### src/rtl/shift_count_sequencer.sv
// Shift-count sequencer: loads an alignment shift amount (clipped to MAX_COUNT) and
// issues exactly that many single-cycle shift strobes, with hold, abort and optional auto-reload.
module shift_count_sequencer #(
   parameter int WIDTH       = 5,
   parameter int MAX_COUNT   = 27,
   parameter bit AUTO_RELOAD = 1'b0
) (
   input  logic             Clk,
   input  logic             Reset,
   input  logic             Load,
   input  logic [WIDTH-1:0] count,
   input  logic             Hold,
   input  logic             Abort,
   output logic [WIDTH-1:0] Q,
   output logic             shift_enable,
   output logic             shift_active,
   output logic             busy,
   output logic             done,
   output logic             clipped
);

   localparam logic [1:0] ST_IDLE  = 2'd0;
   localparam logic [1:0] ST_COUNT = 2'd1;
   localparam logic [1:0] ST_DONE  = 2'd2;

   localparam logic [WIDTH-1:0] MAX_Q = WIDTH'(MAX_COUNT);
   localparam logic [WIDTH-1:0] ONE_Q = WIDTH'(1);

   logic [1:0]       state_reg, state_next;
   logic [WIDTH-1:0] q_reg, q_next;
   logic [WIDTH-1:0] reload_reg, reload_next;
   logic             clipped_reg, clipped_next;

   logic             over_max;
   logic [WIDTH-1:0] load_value;
   logic             reload_go;

   assign over_max   = (count > MAX_Q);
   assign load_value = over_max ? MAX_Q : count;
   // A stored value of zero would only produce an endless stream of done pulses, so it stops the loop.
   assign reload_go  = AUTO_RELOAD && (reload_reg != '0);

   always_comb begin
      state_next   = state_reg;
      q_next       = q_reg;
      reload_next  = reload_reg;
      clipped_next = clipped_reg;

      if (Abort) begin
         state_next   = ST_IDLE;
         q_next       = '0;
         clipped_next = 1'b0;
      end else if (Load) begin
         q_next       = load_value;
         reload_next  = load_value;
         clipped_next = over_max;
         state_next   = (load_value != '0) ? ST_COUNT : ST_DONE;
      end else begin
         case (state_reg)
            ST_COUNT: begin
               if (!Hold) begin
                  // Q never wraps: the final strobe lands on zero and hands over to DONE.
                  if (q_reg <= ONE_Q) begin
                     q_next     = '0;
                     state_next = ST_DONE;
                  end else begin
                     q_next = q_reg - ONE_Q;
                  end
               end
            end
            ST_DONE: begin
               if (reload_go) begin
                  q_next     = reload_reg;
                  state_next = ST_COUNT;
               end else begin
                  state_next = ST_IDLE;
               end
            end
            default: state_next = ST_IDLE;
         endcase
      end
   end

   always_ff @(posedge Clk) begin
      if (Reset) begin
         state_reg   <= ST_IDLE;
         q_reg       <= '0;
         reload_reg  <= '0;
         clipped_reg <= 1'b0;
      end else begin
         state_reg   <= state_next;
         q_reg       <= q_next;
         reload_reg  <= reload_next;
         clipped_reg <= clipped_next;
      end
   end

   assign Q            = q_reg;
   assign shift_enable = (q_reg == '0);
   assign busy         = (state_reg == ST_COUNT);
   assign done         = (state_reg == ST_DONE);
   assign shift_active = busy & ~Hold;
   assign clipped      = clipped_reg;

endmodule

### config.mk
export PLATFORM = sky130hd
export DESIGN_NAME = shift_count_sequencer
export DESIGN_NICKNAME = d
export VERILOG_FILES = /design/src/rtl/shift_count_sequencer.sv
export SDC_FILE = /design/constraint.sdc
export NUM_CORES = 1
export LEC_CHECK = 0
export ABC_AREA = 1
export BUFFER_PORTS_ARGS = -buffer_cell sky130_fd_sc_hd__buf_2
export CAP_MARGIN = 20
export CORE_MARGIN = 2
export CORE_UTILIZATION = 30
export CTS_CLUSTER_DIAMETER = 60
export DETAILED_ROUTE_END_ITERATION = 8
export HOLD_SLACK_MARGIN = 0.12
export PLACE_DENSITY = 0.54
export SLEW_MARGIN = 20
export SYNTH_ARGS = -nofsm -noshare
export SYNTH_HDL_FRONTEND = slang
export SYNTH_SLANG_ARGS = --single-unit
### constraint.sdc
create_clock -name Clk -period 1.3 [get_ports Clk]
set_input_delay 0.195 -clock Clk [delete_from_list [all_inputs] [get_ports Clk]]
set_output_delay 0.195 -clock Clk [all_outputs]
set_load 0.05 [all_outputs]
==> impl_metrics.prom, run 1 <==
# TYPE chip_impl_metric gauge
chip_impl_info{name="status",value="finished with violations"} 1
chip_impl_info{name="failed_checks",value="setup timing"} 1
chip_impl_metric{name="worst_r2r_path_depth",unit=""} 7
chip_impl_metric{name="wire_per_inst",unit="um"} 9.68
chip_impl_info{name="critical_path.endpoint_type",value="output pin"} 1
chip_impl_metric{name="ys_ff_latch",unit=""} 8
chip_impl_metric{name="fin_total_pwr",unit="mW"} 0.676
chip_impl_metric{name="syn-mean-instance-area",unit="um2"} 6.38
chip_impl_info{name="synth_area_leaders",value="sky130_fd_sc_hd__dfxtp_1 27%, sky130_fd_sc_hd__nand2_1 14%, sky130_fd_sc_hd__nand3_1 13%"} 1
chip_impl_metric{name="cap_viol_max_count",unit=""} 0
chip_impl_metric{name="critical_path.max_fanout",unit=""} 3
chip_impl_metric{name="place_congestion",unit=""} 0.755
chip_impl_metric{name="synth_simple_gate_area_share",unit="%"} 41.1
chip_impl_metric{name="final_period_minus_worst_setup_slack",unit="ns"} 1.30
chip_impl_metric{name="antenna-diode-count",unit=""} 0
chip_impl_info{name="timing.hold.worst.start",value="Reset"} 1
chip_impl_metric{name="dpl.hpwl",unit="um"} 1090
chip_impl_metric{name="synthMuxAreaShare",unit="%"} 0
chip_impl_info{name="unrepaired_setup_endpoints_after_global_routing",value="yes"} 1
chip_impl_metric{name="wire_length_of_the_first_global_routing_pass",unit="um"} 2230
chip_impl_metric{name="post_synth_xor_area_fraction",unit="%"} 1.46
chip_impl_info{name="holdPathEnd",value="state_reg[1]"} 1
chip_impl_metric{name="setup_viol",unit=""} 1
chip_impl_metric{name="drt-total-wl",unit="um"} 1440
chip_impl_metric{name="final_nets",unit=""} 137
chip_impl_metric{name="synth_cell_type_count",unit=""} 21
chip_impl_metric{name="setup-tns-final",unit="ns"} -0.00182
chip_impl_metric{name="synth_fp_nets",unit=""} 107
chip_impl_metric{name="place_ws",unit="ns"} 0.0527
chip_impl_metric{name="post_route_cells_drive_above_1_share",unit="%"} 40.2
chip_impl_metric{name="powerDensity",unit="nW/um2"} 759
chip_impl_metric{name="number_of_buffer_cells_added_on_primary_ports",unit=""} 19
chip_impl_info{name="mostFrequentLayoutCell",value="sky130_fd_sc_hd__nand2_1"} 1
chip_impl_metric{name="synth_cells",unit=""} 94
chip_impl_metric{name="clock_sink_count",unit=""} 8
chip_impl_metric{name="flow.area_growth_from_synthesis",unit="%"} 48.6
chip_impl_metric{name="clock_path_buffers",unit=""} 2
chip_impl_metric{name="post-route-util",unit="%"} 46.4
chip_impl_info{name="launch_point_of_the_worst_reg_to_reg_path",value="Q[1]"} 1
chip_impl_metric{name="grt_antenna_before_repair",unit=""} 0
chip_impl_info{name="most-common-layout-cells",value="22 x sky130_fd_sc_hd__nand2_1, 16 x sky130_fd_sc_hd__buf_2, 14 x sky130_fd_sc_hd__inv_1, 14 x sky130_fd_sc_hd__nand3_1, 7 x sky130_fd_sc_hd__buf_4"} 1
chip_impl_metric{name="cellLeakagePower",unit="nW"} 0.453
chip_impl_metric{name="hold_viol_final",unit=""} 0
chip_impl_info{name="start_kind",value="flip-flop"} 1
chip_impl_metric{name="fin_worst_hold_slack",unit="ns"} 0.224
chip_impl_metric{name="worst_setup_hold_path_clk_slew",unit="ns"} 0.05
chip_impl_metric{name="die-height",unit="um"} 48.7
chip_impl_metric{name="finalMaxSlewViolations",unit=""} 0
chip_impl_metric{name="min_path_cells",unit=""} 4
chip_impl_info{name="slowest_cell_on_crit_path",value="sky130_fd_sc_hd__dfxtp_4"} 1
chip_impl_metric{name="ff2ff_setup_slack",unit="ns"} 0.05
chip_impl_metric{name="drt_pass1_iterations",unit=""} 4
chip_impl_metric{name="crit_arrival",unit="ns"} 1.11
chip_impl_info{name="path_cells",value="inv_4 > ha_4 > nand2_4 > nor2_4 > buf_6"} 1
chip_impl_metric{name="rows",unit=""} 16
chip_impl_metric{name="max_slew.worst_pin.slew",unit="ns"} 0.301
chip_impl_metric{name="largest_reg_flops",unit=""} 5
chip_impl_info{name="cpLargestDelayFamily",value="flip-flops"} 1
chip_impl_metric{name="filler_cell_count",unit=""} 213
chip_impl_metric{name="htree_depth",unit=""} 1
chip_impl_metric{name="max_clock_freq",unit="GHz"} 0.768
chip_impl_metric{name="max-slew-margin-rel",unit="%"} 79.9
chip_impl_metric{name="compound_gate_fraction_of_synth_area",unit="%"} 9.19
chip_impl_metric{name="period_share",unit="%"} 100
chip_impl_metric{name="numCtsBuffers",unit=""} 3
chip_impl_metric{name="num_io_pins",unit=""} 20
chip_impl_metric{name="synthDominantCellAreaShare",unit="%"} 26.7
chip_impl_info{name="clk_root_buffer_cell",value="sky130_fd_sc_hd__clkbuf_4"} 1
chip_impl_metric{name="wp_data_required",unit="ns"} 1.11
chip_impl_metric{name="syn_area",unit="um2"} 599
chip_impl_info{name="tritoncts_clock_tree",value="built"} 1
chip_impl_info{name="worst-setup-path-type",value="reg -> out"} 1
chip_impl_info{name="synth.largest_area_cell",value="sky130_fd_sc_hd__dfxtp_1"} 1
chip_impl_metric{name="clkLatencyLatePin",unit="ns"} 0.25
chip_impl_metric{name="die_area",unit="um2"} 2370
chip_impl_info{name="r2r_endpoint",value="Q[4]"} 1
chip_impl_metric{name="detail_route.vias_per_cell",unit=""} 4.44
chip_impl_metric{name="floorplan.initialDensity",unit="%"} 31.2
chip_impl_metric{name="worst_path_largest_cell_delay",unit="ns"} 0.35
chip_impl_metric{name="synth.yosys.seq_area_share",unit="%"} 26.7
chip_impl_metric{name="first_global_vias",unit=""} 553
chip_impl_metric{name="crit_buf_inv",unit=""} 2
chip_impl_info{name="worst_hold_path_type",value="in -> reg"} 1
chip_impl_metric{name="worst_setup_margin",unit="ns"} -0.00182
chip_impl_info{name="main_combinational_cell_family_by_area_after_synthesis",value="simple AND/OR/NAND/NOR gates"} 1
chip_impl_metric{name="routed-via-count",unit=""} 662
chip_impl_metric{name="grtUsageTotal",unit="%"} 12.0
chip_impl_metric{name="globalRouteOverflowTotal",unit=""} 0
chip_impl_metric{name="die_x",unit="um"} 48.7
chip_impl_metric{name="vdd_ir_drop_max",unit="mV"} 0.358
chip_impl_metric{name="grt_start_max_net_pins",unit=""} 11
chip_impl_metric{name="post_synth_fa_ha_maj_area_fraction",unit="%"} 6.26
chip_impl_metric{name="clock-skew-final",unit="ns"} 0.00491
chip_impl_metric{name="coreArea",unit="um2"} 1920
chip_impl_metric{name="synth_warnings",unit=""} 0
chip_impl_metric{name="drt-initial-drc-count",unit=""} 11
chip_impl_metric{name="final_antenna_net_count",unit=""} 0
chip_impl_metric{name="drc_errors",unit=""} 0
==> power by group <==
part | internal, mW | switching (mW)
Sequential | 0.252 | 0.0109
Combinational | 0.0840 | 0.140
Clock | 0.106 | 0.0831
==> synth_stat cells <==
library cell,n
sky130_fd_sc_hd__nor3_2,1
sky130_fd_sc_hd__xor2_1,1
sky130_fd_sc_hd__nand2_2,1
sky130_fd_sc_hd__nor2_4,1
sky130_fd_sc_hd__nand2_1,23
sky130_fd_sc_hd__buf_6,1
sky130_fd_sc_hd__o21bai_1,1
sky130_fd_sc_hd__nand3_1,15
sky130_fd_sc_hd__a21oi_1,6
sky130_fd_sc_hd__inv_2,1
sky130_fd_sc_hd__o211ai_1,1
sky130_fd_sc_hd__clkinv_4,1
sky130_fd_sc_hd__o21ai_1,1
sky130_fd_sc_hd__nor2_1,8
sky130_fd_sc_hd__ha_1,3
sky130_fd_sc_hd__dfxtp_1,8
sky130_fd_sc_hd__inv_1,16
sky130_fd_sc_hd__clkinv_1,2
sky130_fd_sc_hd__o21ai_0,1
sky130_fd_sc_hd__nand3_4,1
sky130_fd_sc_hd__nand3_2,1
==> repair_timing <==
action                     CTS  global route
hold buffers                 0             0
setup endpoints to repair    3             9
buffers inserted             3             2
gates cloned                 0             0
resized for setup            9            14
pin swaps                    0             6
==> stage by stage <==
step / std cells / area (um2)
6_report: 149 / 891
5_1_grt: 149 / 891
4_1_cts: 147 / 810
3_5_place_dp: 141 / 747
3_3_place_gp: 141 / 747
2_1_floorplan: 94 / 614
==> worst max path at each step <==
| stage | startpoint | to | slack, ns | depth (start not counted) |
|---|---|---|---|---|
| 2_1_floorplan | Q[2] | shift_enable | -0.01 | 3 |
| 3_3_place_gp | Q[0] | shift_enable | 0.08 | 5 |
| 3_5_place_dp | Q[0] | shift_enable | 0.05 | 5 |
| 4_1_cts | Q[1] | shift_enable | -0.03 | 5 |
| 5_1_grt | Q[1] | shift_enable | -0.05 | 5 |
| 6_report | Q[1] | shift_enable | -0.002 | 5 |
==> worst min-delay path, stage by stage <==
cell,delay (ns)
sky130_fd_sc_hd__buf_2,0.08
sky130_fd_sc_hd__nor2_1,0.05
sky130_fd_sc_hd__o21ai_0,0.07
sky130_fd_sc_hd__nor2_1,0.05
==> kinds of logic after synthesis <==
kind of cell / after synthesis
buf+inv: 21
simple gates: 51
flops: 8
compound gates: 10
xor+xnor: 1
fa+ha+maj: 3
==> routing by layer <==
layer,global-route usage (%),share of wire [%],routed length [um],vias up
met5,0,0,0,-
met4,7.14,1.5,21,0
met3,2.47,5.4,78,4
met2,19.6,47,678,23
met1,14.3,46,664,285
li1,-,-,-,350
==> area by class of cell <==
cell class                 count  area (um2)  share of cell area [%]
clock buffer                   3        22.5                    2.53
tap                           27        33.8                    3.79
inverter                      20        85.1                    9.55
timing repair buffer          26         163                    18.3
multi-input combinational     65         418                    46.9
sequential                     8         169                    19.0
Note: power is estimated with default switching activity, not from simulation.
==> inputs of run 2 (changes only) <==
- CAP_MARGIN: 20 -> 5
- CTS_BUF_LIST: unset -> sky130_fd_sc_hd__clkbuf_8
- PLACE_DENSITY: 0.54 -> unset
==> impl_metrics.prom, run 2 (same netlist as run 1, synthesis figures left out) <==
# TYPE chip_impl_metric gauge
chip_impl_metric{name="p_seq_share",unit="%"} 34.1
chip_impl_metric{name="worst_setup_hold_path_clk_slew",unit="ns"} 0.05
chip_impl_metric{name="largest_reg_flops",unit=""} 5
chip_impl_metric{name="grt_start_max_net_pins",unit=""} 11
chip_impl_info{name="status",value="finished, final reports clean"} 1
chip_impl_metric{name="first_global_vias",unit=""} 569
chip_impl_metric{name="wire_length_of_the_first_global_routing_pass",unit="um"} 2370
chip_impl_metric{name="clkLatencyLatePin",unit="ns"} 0.23
chip_impl_metric{name="crit_arrival",unit="ns"} 1.10
chip_impl_metric{name="clock_path_buffers",unit=""} 2
chip_impl_metric{name="p_comb_share",unit="%"} 26.5
chip_impl_info{name="holdPathEnd",value="state_reg[1]"} 1
chip_impl_info{name="unrepaired_setup_endpoints_after_global_routing",value="yes"} 1
chip_impl_info{name="clk_root_buffer_cell",value="sky130_fd_sc_hd__clkbuf_8"} 1
chip_impl_metric{name="max-slew-margin-rel",unit="%"} 80.6
chip_impl_metric{name="die_area",unit="um2"} 2370
chip_impl_metric{name="powerDensity",unit="nW/um2"} 916
chip_impl_metric{name="die_x",unit="um"} 48.7
chip_impl_info{name="critical_path.endpoint_type",value="output pin"} 1
chip_impl_metric{name="post_route_cells_drive_above_1_share",unit="%"} 35.0
chip_impl_metric{name="floorplan.initialDensity",unit="%"} 31.2
chip_impl_metric{name="num_io_pins",unit=""} 20
chip_impl_metric{name="clock_sink_count",unit=""} 8
chip_impl_info{name="start_kind",value="flip-flop"} 1
chip_impl_metric{name="grt_antenna_before_repair",unit=""} 0
chip_impl_info{name="tritoncts_clock_tree",value="built"} 1
chip_impl_metric{name="drt-total-wl",unit="um"} 1340
chip_impl_metric{name="wp_data_required",unit="ns"} 1.11
chip_impl_metric{name="clock-skew-final",unit="ns"} 0.00601
chip_impl_metric{name="period_share",unit="%"} 99.6
chip_impl_metric{name="final_antenna_net_count",unit=""} 0
chip_impl_metric{name="worst_r2r_path_depth",unit=""} 6
chip_impl_info{name="timing.hold.worst.start",value="Reset"} 1
chip_impl_metric{name="routed-via-count",unit=""} 643
chip_impl_metric{name="number_of_buffer_cells_added_on_primary_ports",unit=""} 19
chip_impl_metric{name="power_switching_share",unit="%"} 31.4
chip_impl_metric{name="place_congestion",unit=""} 0.750
chip_impl_info{name="r2r_endpoint",value="Q[0]"} 1
chip_impl_info{name="most-common-layout-cells",value="22 x sky130_fd_sc_hd__nand2_1, 17 x sky130_fd_sc_hd__buf_2, 15 x sky130_fd_sc_hd__inv_1, 15 x sky130_fd_sc_hd__nand3_1"} 1
chip_impl_metric{name="filler_cell_count",unit=""} 213
chip_impl_metric{name="final_nets",unit=""} 134
chip_impl_metric{name="ff2ff_setup_slack",unit="ns"} 0.11
chip_impl_metric{name="detail_route.vias_per_cell",unit=""} 4.37
chip_impl_metric{name="cap_viol_max_count",unit=""} 0
chip_impl_metric{name="numCtsBuffers",unit=""} 3
chip_impl_metric{name="htree_depth",unit=""} 1
chip_impl_info{name="launch_point_of_the_worst_reg_to_reg_path",value="Q[1]"} 1
chip_impl_metric{name="die-height",unit="um"} 48.7
chip_impl_metric{name="grtUsageTotal",unit="%"} 12.7
chip_impl_metric{name="cellLeakagePower",unit="nW"} 0.446
chip_impl_metric{name="fin_worst_hold_slack",unit="ns"} 0.249
chip_impl_metric{name="fin_total_pwr",unit="mW"} 0.773
chip_impl_metric{name="globalRouteOverflowTotal",unit=""} 0
chip_impl_metric{name="setup_viol",unit=""} 0
chip_impl_metric{name="drc_errors",unit=""} 0
chip_impl_metric{name="power.share.clock",unit="%"} 39.4
chip_impl_metric{name="finalMaxSlewViolations",unit=""} 0
chip_impl_metric{name="internal-power",unit="mW"} 0.531
chip_impl_metric{name="coreArea",unit="um2"} 1920
chip_impl_metric{name="dpl.hpwl",unit="um"} 1110
chip_impl_metric{name="min_path_cells",unit=""} 4
chip_impl_metric{name="vdd_ir_drop_max",unit="mV"} 0.601
chip_impl_info{name="worst_hold_path_type",value="in -> reg"} 1
chip_impl_metric{name="drt_pass1_iterations",unit=""} 4
chip_impl_metric{name="flow.area_growth_from_synthesis",unit="%"} 40.9
chip_impl_metric{name="hold_viol_final",unit=""} 0
chip_impl_metric{name="p_switching",unit="mW"} 0.243
chip_impl_metric{name="max_slew.worst_pin.slew",unit="ns"} 0.291
chip_impl_info{name="worst-setup-path-type",value="reg -> out"} 1
chip_impl_metric{name="rows",unit=""} 16
chip_impl_metric{name="antenna-diode-count",unit=""} 0
chip_impl_metric{name="max_clock_freq",unit="GHz"} 0.772
chip_impl_info{name="mostFrequentLayoutCell",value="sky130_fd_sc_hd__nand2_1"} 1
chip_impl_metric{name="drt-initial-drc-count",unit=""} 19
chip_impl_metric{name="wire_per_inst",unit="um"} 9.08
chip_impl_metric{name="final_period_minus_worst_setup_slack",unit="ns"} 1.29
chip_impl_metric{name="critical_path.max_fanout",unit=""} 4
run 2: final cells by class:
class | count | area (um2) | area share, %
Tap cell | 27 | 33.8 | 4.00
Clock inverter | 1 | 3.75 | 0.444
Timing Repair Buffer | 23 | 134 | 15.9
Sequential cell | 8 | 169 | 20.0
Multi-Input combinational cell | 65 | 378 | 44.7
Clock buffer | 3 | 41.3 | 4.89
Inverter | 20 | 85.1 | 10.1
run 2: worst max path at each step:
| stage | start | to | slack [ns] |
|---|---|---|---|
| after CTS | Q[0] | shift_enable | -0.03 |
| after floorplan | Q[2] | shift_enable | -0.01 |
| final | Q[0] | shift_enable | 0.005 |
| after global routing | Q[0] | shift_enable | -0.05 |
| after global placement | Q[1] | Q[0] | 0.12 |
| after detailed placement | Q[1] | Q[0] | 0.09 |
run 2: per-stage QoR:
step | instances | util (%) | worst slack (ns) | TNS (ns) | instance area [um2]
final | 147 | 43.9 | 0.00510 | 0 | 845
after global routing | 147 | 43.9 | -0.0453 | -0.0453 | 845
after CTS | 146 | 42.2 | -0.0264 | -0.0264 | 811
after detailed placement | 142 | 39.3 | 0.0852 | 0 | 754
after global placement | 142 | 39.3 | 0.123 | 0 | 754
after floorplan | 94 | - | -0.0134 | -0.0134 | 614
run 2: power by group through the flow:
| stage | combinational [mW] | sequential, mW | clock (mW) |
|---|---|---|---|
| after floorplan | 0.117 | 0.290 | 0 |
| after global placement | 0.187 | 0.266 | 0 |
| after detailed placement | 0.188 | 0.267 | 0 |
| after CTS | 0.197 | 0.263 | 0.313 |
| after global routing | 0.228 | 0.265 | 0.328 |
| final | 0.205 | 0.264 | 0.305 |
run 2: worst max-delay path: stages, from the launching register on:
cell,delay [ns]
sky130_fd_sc_hd__dfxtp_4,0.35
sky130_fd_sc_hd__inv_4,0.07
sky130_fd_sc_hd__ha_4,0.13
sky130_fd_sc_hd__nand2_4,0.05
sky130_fd_sc_hd__nor2_4,0.10
sky130_fd_sc_hd__buf_6,0.16
run 2: metal layers:
layer | track usage, % | vias up | wire length (um) | part of all wire [%]
li1 | - | 349 | - | -
met1 | 16.2 | 268 | 650 | 49
met2 | 19.4 | 24 | 583 | 44
met3 | 3.40 | 2 | 93 | 7.0
met4 | 7.14 | 0 | 8 | 0.60
met5 | 0 | - | 0 | 0
run 2: what timing repair did:
item,4_1_cts,5_1_grt
pin swaps,0,2
endpoints found under the hold margin,0,0
setup endpoints to repair,2,3
hold buffers,0,0
resized for setup,6,7
cloned,0,0
buffers inserted,0,1
